### src/rtl/uart_tx_arbiter_if.sv
// Bundle of request, transmitter and status signals around the UART TX arbiter.
interface uart_tx_arbiter_if #(
    parameter int unsigned DATA_WIDTH = 8
);
    logic [2*DATA_WIDTH-1:0] ALU_Data;
    logic                    ALU_Valid;
    logic                    ALU_Ready;
    logic [DATA_WIDTH-1:0]   RF_Data;
    logic                    RF_Valid;
    logic                    RF_Ready;
    logic                    TX_Busy;
    logic [DATA_WIDTH-1:0]   TX_P_Data;
    logic                    TX_Data_Valid;
    logic                    Grant;
    logic                    Frame_Done;
    logic                    Arb_Busy;

    modport slave (
        input  ALU_Data, ALU_Valid, RF_Data, RF_Valid, TX_Busy,
        output ALU_Ready, RF_Ready, TX_P_Data, TX_Data_Valid, Grant, Frame_Done, Arb_Busy
    );

    modport master (
        output ALU_Data, ALU_Valid, RF_Data, RF_Valid, TX_Busy,
        input  ALU_Ready, RF_Ready, TX_P_Data, TX_Data_Valid, Grant, Frame_Done, Arb_Busy
    );
endinterface

### src/rtl/uart_tx_arbiter.sv
// Round-robin arbiter sharing one UART transmitter between the ALU (2-byte)
// and register-file (1-byte) result paths; bytes are paced by TX_Busy.
module uart_tx_arbiter #(
    parameter int unsigned DATA_WIDTH   = 8,
    parameter int unsigned BUSY_TIMEOUT = 4
) (
    input  logic              CLK,
    input  logic              RST,
    uart_tx_arbiter_if.slave  bus
);
    localparam int unsigned BUF_W = 2 * DATA_WIDTH;
    localparam int unsigned CNT_W = $clog2(BUSY_TIMEOUT + 1);

    typedef enum logic [1:0] {
        IDLE    = 2'd0,
        SEND    = 2'd1,
        WAIT_HI = 2'd2,
        WAIT_LO = 2'd3
    } state_t;

    state_t                r_state, w_state_n;
    logic [BUF_W-1:0]      r_buf, w_buf_n;
    logic                  r_two, w_two_n;
    logic                  r_idx, w_idx_n;
    logic [CNT_W-1:0]      r_cnt, w_cnt_n;
    logic                  r_rr, w_rr_n;
    logic                  r_grant, w_grant_n;
    logic [DATA_WIDTH-1:0] r_tx_data, w_tx_data_n;
    logic                  r_tx_valid, w_tx_valid_n;
    logic                  r_alu_ready, w_alu_ready_n;
    logic                  r_rf_ready, w_rf_ready_n;
    logic                  r_frame_done, w_frame_done_n;
    logic                  r_arb_busy;

    logic                  w_pick_rf;
    logic [DATA_WIDTH-1:0] w_cur_byte;
    logic [CNT_W-1:0]      w_cnt_inc;

    // RF wins when it is the only requester or when the pointer favours it.
    assign w_pick_rf  = bus.RF_Valid && (!bus.ALU_Valid || r_rr);
    assign w_cur_byte = r_idx ? r_buf[BUF_W-1:DATA_WIDTH] : r_buf[DATA_WIDTH-1:0];
    assign w_cnt_inc  = r_cnt + CNT_W'(1);

    always_comb begin
        w_state_n      = r_state;
        w_buf_n        = r_buf;
        w_two_n        = r_two;
        w_idx_n        = r_idx;
        w_cnt_n        = r_cnt;
        w_rr_n         = r_rr;
        w_grant_n      = r_grant;
        w_tx_data_n    = r_tx_data;
        w_tx_valid_n   = 1'b0;
        w_alu_ready_n  = 1'b0;
        w_rf_ready_n   = 1'b0;
        w_frame_done_n = 1'b0;

        case (r_state)
            IDLE: begin
                if (!bus.TX_Busy && (bus.ALU_Valid || bus.RF_Valid)) begin
                    w_grant_n = w_pick_rf;
                    w_idx_n   = 1'b0;
                    w_state_n = SEND;
                    if (w_pick_rf) begin
                        w_rf_ready_n = 1'b1;
                        w_buf_n      = {{DATA_WIDTH{1'b0}}, bus.RF_Data};
                        w_two_n      = 1'b0;
                    end else begin
                        w_alu_ready_n = 1'b1;
                        w_buf_n       = bus.ALU_Data;
                        w_two_n       = 1'b1;
                    end
                end
            end
            SEND: begin
                w_tx_data_n  = w_cur_byte;
                w_tx_valid_n = 1'b1;
                w_cnt_n      = '0;
                w_state_n    = WAIT_HI;
            end
            WAIT_HI: begin
                if (bus.TX_Busy) begin
                    w_state_n = WAIT_LO;
                end else begin
                    w_cnt_n = w_cnt_inc;
                    // Transmitter never picked the byte up: strobe it again.
                    if (w_cnt_inc == CNT_W'(BUSY_TIMEOUT)) begin
                        w_state_n = SEND;
                    end
                end
            end
            WAIT_LO: begin
                if (!bus.TX_Busy) begin
                    if (r_two && !r_idx) begin
                        w_idx_n   = 1'b1;
                        w_state_n = SEND;
                    end else begin
                        w_frame_done_n = 1'b1;
                        w_rr_n         = ~r_grant;
                        w_state_n      = IDLE;
                    end
                end
            end
            default: begin
                w_state_n = IDLE;
            end
        endcase
    end

    always_ff @(posedge CLK) begin
        if (RST) begin
            r_state      <= IDLE;
            r_buf        <= '0;
            r_two        <= 1'b0;
            r_idx        <= 1'b0;
            r_cnt        <= '0;
            r_rr         <= 1'b0;
            r_grant      <= 1'b0;
            r_tx_data    <= '0;
            r_tx_valid   <= 1'b0;
            r_alu_ready  <= 1'b0;
            r_rf_ready   <= 1'b0;
            r_frame_done <= 1'b0;
            r_arb_busy   <= 1'b0;
        end else begin
            r_state      <= w_state_n;
            r_buf        <= w_buf_n;
            r_two        <= w_two_n;
            r_idx        <= w_idx_n;
            r_cnt        <= w_cnt_n;
            r_rr         <= w_rr_n;
            r_grant      <= w_grant_n;
            r_tx_data    <= w_tx_data_n;
            r_tx_valid   <= w_tx_valid_n;
            r_alu_ready  <= w_alu_ready_n;
            r_rf_ready   <= w_rf_ready_n;
            r_frame_done <= w_frame_done_n;
            r_arb_busy   <= (w_state_n != IDLE);
        end
    end

    assign bus.ALU_Ready     = r_alu_ready;
    assign bus.RF_Ready      = r_rf_ready;
    assign bus.TX_P_Data     = r_tx_data;
    assign bus.TX_Data_Valid = r_tx_valid;
    assign bus.Grant         = r_grant;
    assign bus.Frame_Done    = r_frame_done;
    assign bus.Arb_Busy      = r_arb_busy;
endmodule

### src/flat_wrapper.sv
// flat-port wrapper written by rule: the top's interface ports become plain ports
module uart_tx_arbiter_flat 
#(
    parameter int unsigned DATA_WIDTH   = 8,
    parameter int unsigned BUSY_TIMEOUT = 4
)
  (CLK, RST, bus_ALU_Data, bus_ALU_Valid, bus_RF_Data, bus_RF_Valid, bus_TX_Busy, bus_ALU_Ready, bus_RF_Ready, bus_TX_P_Data, bus_TX_Data_Valid, bus_Grant, bus_Frame_Done, bus_Arb_Busy);
  uart_tx_arbiter_if #(.DATA_WIDTH(DATA_WIDTH)) bus_i ();
  input  logic CLK;
  input  logic RST;
  input wire logic [$bits(bus_i.ALU_Data)-1:0] bus_ALU_Data;
  input wire logic [$bits(bus_i.ALU_Valid)-1:0] bus_ALU_Valid;
  input wire logic [$bits(bus_i.RF_Data)-1:0] bus_RF_Data;
  input wire logic [$bits(bus_i.RF_Valid)-1:0] bus_RF_Valid;
  input wire logic [$bits(bus_i.TX_Busy)-1:0] bus_TX_Busy;
  output wire logic [$bits(bus_i.ALU_Ready)-1:0] bus_ALU_Ready;
  output wire logic [$bits(bus_i.RF_Ready)-1:0] bus_RF_Ready;
  output wire logic [$bits(bus_i.TX_P_Data)-1:0] bus_TX_P_Data;
  output wire logic [$bits(bus_i.TX_Data_Valid)-1:0] bus_TX_Data_Valid;
  output wire logic [$bits(bus_i.Grant)-1:0] bus_Grant;
  output wire logic [$bits(bus_i.Frame_Done)-1:0] bus_Frame_Done;
  output wire logic [$bits(bus_i.Arb_Busy)-1:0] bus_Arb_Busy;
  assign bus_i.ALU_Data = bus_ALU_Data;
  assign bus_i.ALU_Valid = bus_ALU_Valid;
  assign bus_i.RF_Data = bus_RF_Data;
  assign bus_i.RF_Valid = bus_RF_Valid;
  assign bus_i.TX_Busy = bus_TX_Busy;
  assign bus_ALU_Ready = bus_i.ALU_Ready;
  assign bus_RF_Ready = bus_i.RF_Ready;
  assign bus_TX_P_Data = bus_i.TX_P_Data;
  assign bus_TX_Data_Valid = bus_i.TX_Data_Valid;
  assign bus_Grant = bus_i.Grant;
  assign bus_Frame_Done = bus_i.Frame_Done;
  assign bus_Arb_Busy = bus_i.Arb_Busy;
  uart_tx_arbiter #(.DATA_WIDTH(DATA_WIDTH), .BUSY_TIMEOUT(BUSY_TIMEOUT)) u_core (.CLK(CLK), .RST(RST), .bus(bus_i));
endmodule
### config.mk
export PLATFORM = sky130hd
export DESIGN_NAME = uart_tx_arbiter_flat
export DESIGN_NICKNAME = d
export VERILOG_FILES = /design/src/rtl/uart_tx_arbiter_if.sv /design/src/rtl/uart_tx_arbiter.sv /design/src/flat_wrapper.sv
export SDC_FILE = /design/constraint.sdc
export NUM_CORES = 1
export LEC_CHECK = 0
export BUFFER_PORTS_ARGS = -buffer_cell sky130_fd_sc_hd__buf_4
export CAP_MARGIN = 10
export CORE_ASPECT_RATIO = 0.75
export CORE_MARGIN = 5
export CORE_UTILIZATION = 50
export DETAILED_ROUTE_END_ITERATION = 10
export GPL_TIMING_DRIVEN = 0
export PLACE_DENSITY = 0.81
export SYNTH_ARGS = -nofsm -noshare
export SYNTH_HDL_FRONTEND = slang
export SYNTH_SLANG_ARGS = --single-unit
### constraint.sdc
create_clock -name CLK -period 2.27 [get_ports CLK]
set_input_delay 0.3405 -clock CLK [delete_from_list [all_inputs] [get_ports CLK]]
set_output_delay 0.3405 -clock CLK [all_outputs]
set_load 0.01 [all_outputs]
==> impl_metrics.env <==
export IMPL_vias_per_cell=5.821
export IMPL_hold_viol=0
export IMPL_dp_hpwl_mm=2.947
export IMPL_ys_ff_latch=38
export IMPL_synth_top_area_frac=0.4746
export IMPL_placement_setup_worst_slack_ps=377.3
export IMPL_synth_fp_nets=183
export IMPL_nFillCells=238
export IMPL_p_leak_uw=0.0008437
export IMPL_ir_drop_v=0.0004809
export IMPL_startpoint_type="register"
export IMPL_seq_area_um2=760.7
export IMPL_crit_type="reg -> reg"
export IMPL_antennaDiodeCount=0
export IMPL_synth_common_cells="dfxtp_1, nor2_1, a211oi_1"
export IMPL_async_flop_share=0
export IMPL_fin_crit_ps=1745
export IMPL_netlist_area_um2=1603
export IMPL_path_buf_inv=1
export IMPL_synth_distinct_cells=41
export IMPL_row_count=17
export IMPL_rsz0062_at_grt="false"
export IMPL_post_drt_wl_per_cell_um=16.32
export IMPL_slowest_stage="dfxtp_1"
export IMPL_worst_hold_path_type="in -> reg"
export IMPL_yosys_warnings=0
export IMPL_cts_tree="built"
export IMPL_fmax_mhz=573.2
export IMPL_multi_input_area_um2=767.0
export IMPL_cts_htree_levels=2
export IMPL_drt_initial_drc_count=120
export IMPL_nets=232
export IMPL_setup_violations=0
export IMPL_synth_top_cell_by_area="dfxtp_1"
export IMPL_overflow=0
export IMPL_maxSlewViolCount=0
export IMPL_grt_max_degree=13
export IMPL_path_cells="nor3_1, a21oi_1, buf_2, a221o_2"
export IMPL_post_route_period_util=0.7686
export IMPL_grt_pass1_vias=1298
export IMPL_cts_buffer_depth=2
export IMPL_die_x_um=75.38
export IMPL_initial_core_util=0.5344
export IMPL_fin_worst_skew_ps=4.985
export IMPL_dieArea_um2=4449
export IMPL_cap_viol_max_count=0
export IMPL_ys_seq_area_frac=0.4746
export IMPL_core_area_um2=2999
export IMPL_cts_hold_buffers_added=0
export IMPL_crit_fanout=10
export IMPL_synth_area_top_cells="dfxtp_1, mux2i_1, a211oi_1"
export IMPL_die_h_um=59.03
export IMPL_worstSkewPairLatency_ps=300
export IMPL_timing_final_ws_setup_ps=525.3
export IMPL_cts_setup_buffers=0
export IMPL_drive_above_1_share=0.3069
export IMPL_grt_usage=0.1928
export IMPL_cp_required_ps=2460
export IMPL_drt_total_wl_mm=3.917
export IMPL_yosysMostFrequentCell="dfxtp_1"
export IMPL_cts_buffers=5
export IMPL_clk_pin_slew_ps=70
export IMPL_cts_resized=0
export IMPL_gp_congestion=0.8047
export IMPL_fin_util=0.7030
export IMPL_ant_nets=0
export IMPL_maxSlewHeadroom=0.5793
export IMPL_routed_via_count=1397
export IMPL_worstMarginPinSlew_ps=631.1
export IMPL_ys_flop_type="dfxtp_1"
export IMPL_clockRootBuffer="clkbuf_8"
export IMPL_status="finished, final reports clean"
export IMPL_drtPass1Iterations=4
export IMPL_critPathTopFamily="compound AO/OA/AOI/OAI gates"
export IMPL_postSynthCellCount=152
export IMPL_end_kind="register"
export IMPL_finalPower_uw=1664
export IMPL_max_stage_delay_ps=400
export IMPL_pwr_density_cell_nw_per_um2=789.4
export IMPL_syn_to_final_growth_pct=31.54
export IMPL_grt_antenna_before_repair=0
export IMPL_grt_pass1_wl_mm=6.334
export IMPL_drc_errors=0
export IMPL_syn_area_per_cell_um2=10.54
export IMPL_arrival_ps=1930
export IMPL_final_setup_tns_ps=0
export IMPL_cts_sinks=38
export IMPL_synth_edf_count=0
export IMPL_place_port_buffers=42
export IMPL_num_io_pins=43
through the flow:
stage | hold WS, ps | instances | area [um2]
after floorplan | 448.9 | 152 | 1603
after global placement | 462.6 | 232 | 1966
after detailed placement | 466.4 | 232 | 1966
after CTS | 246.9 | 240 | 2108
after global routing | 234.6 | 240 | 2108
final | 252.4 | 240 | 2108
flip-flops by register name, summed over array words and instances, names as in the netlist:
signal,cells
u_core.bus.ALU_Ready,1
u_core.bus.Arb_Busy,1
u_core.bus.Frame_Done,1
u_core.bus.Grant,1
u_core.bus.RF_Ready,1
u_core.bus.TX_Data_Valid,1
u_core.bus.TX_P_Data,8
u_core.r_buf,16
u_core.r_cnt,3
u_core.r_idx,1
u_core.r_rr,1
u_core.r_state,2
u_core.r_two,1
final cells by class:
| type | count | share of cell area |
|---|---|---|
| Multi-Input combinational cell | 99 | 0.3638 |
| Clock buffer | 6 | 0.03917 |
| Sequential cell | 38 | 0.3608 |
| Buffer | 14 | 0.03383 |
| Timing Repair Buffer | 42 | 0.1496 |
| Inverter | 1 | 0.001780 |
| Clock inverter | 2 | 0.02849 |
| Tap cell | 38 | 0.02255 |
power breakdown:
| part | switching, uW | internal [uW] |
|---|---|---|
| Combinational | 105 | 113 |
| Sequential | 28.5 | 709 |
| Clock | 240 | 469 |
| Total | 374 | 1290 |
logic make-up (layout without fill, tap and decap cells):
logic type,count (synthesis),after routing,synth area share
mux,8,8,0.04996
buf+inv,15,65,0.04684
compound gates,45,45,0.2217
flops,38,38,0.4746
fa+ha+maj,2,2,0.01561
simple gates,43,43,0.1858
xor+xnor,1,1,0.005465
worst paths after layout:
path / from / endpoint / slack [ps] / cells past startpoint
setup reg to reg: u_core.r_state[1]$_SDFF_PP0_ / u_core.r_buf[5]$_SDFFE_PP0P_ / 530 / 4
hold reg to reg: u_core.r_buf[11]$_SDFFE_PP0P_ / u_core.r_buf[11]$_SDFFE_PP0P_ / 490 / 1
setup / recovery: u_core.r_state[1]$_SDFF_PP0_ / u_core.r_buf[5]$_SDFFE_PP0P_ / 530 / 4
hold / removal: bus_ALU_Data[13] / u_core.r_buf[13]$_SDFFE_PP0P_ / 250 / 2
layer usage:
| layer | GRT usage | routed length, um | vias to the layer above |
|---|---|---|---|
| met5 | 0 | 0 | - |
| met4 | 0.06484 | 49 | 0 |
| met3 | 0.07627 | 384 | 7 |
| met2 | 0.2681 | 1646 | 64 |
| met1 | 0.2706 | 1837 | 650 |
| li1 | - | - | 676 |
cell usage in the layout (no fill, tap or decap), types with 2 or more instances in the layout:
| cell | netlist | layout |
|---|---|---|
| a211oi_1 | 10 | 10 |
| a21o_1 | 2 | 2 |
| a21oi_1 | 5 | 5 |
| a221o_1 | 7 | 7 |
| a22o_1 | 8 | 8 |
| a31oi_1 | 3 | 3 |
| buf_1 | 2 | 2 |
| buf_2 | 3 | 3 |
| buf_4 | 0 | 42 |
| buf_6 | 2 | 2 |
| bufinv_16 | 0 | 2 |
| clkbuf_1 | 7 | 7 |
| clkbuf_8 | 0 | 6 |
| dfxtp_1 | 38 | 38 |
| ha_1 | 2 | 2 |
| mux2i_1 | 8 | 8 |
| nand2_1 | 2 | 2 |
| nand2b_1 | 2 | 2 |
| nor2_1 | 11 | 11 |
| nor2b_1 | 8 | 8 |
| nor4b_1 | 7 | 7 |
| o211ai_1 | 2 | 2 |
| o21bai_1 | 2 | 2 |
(Power assumes the default switching activity.)
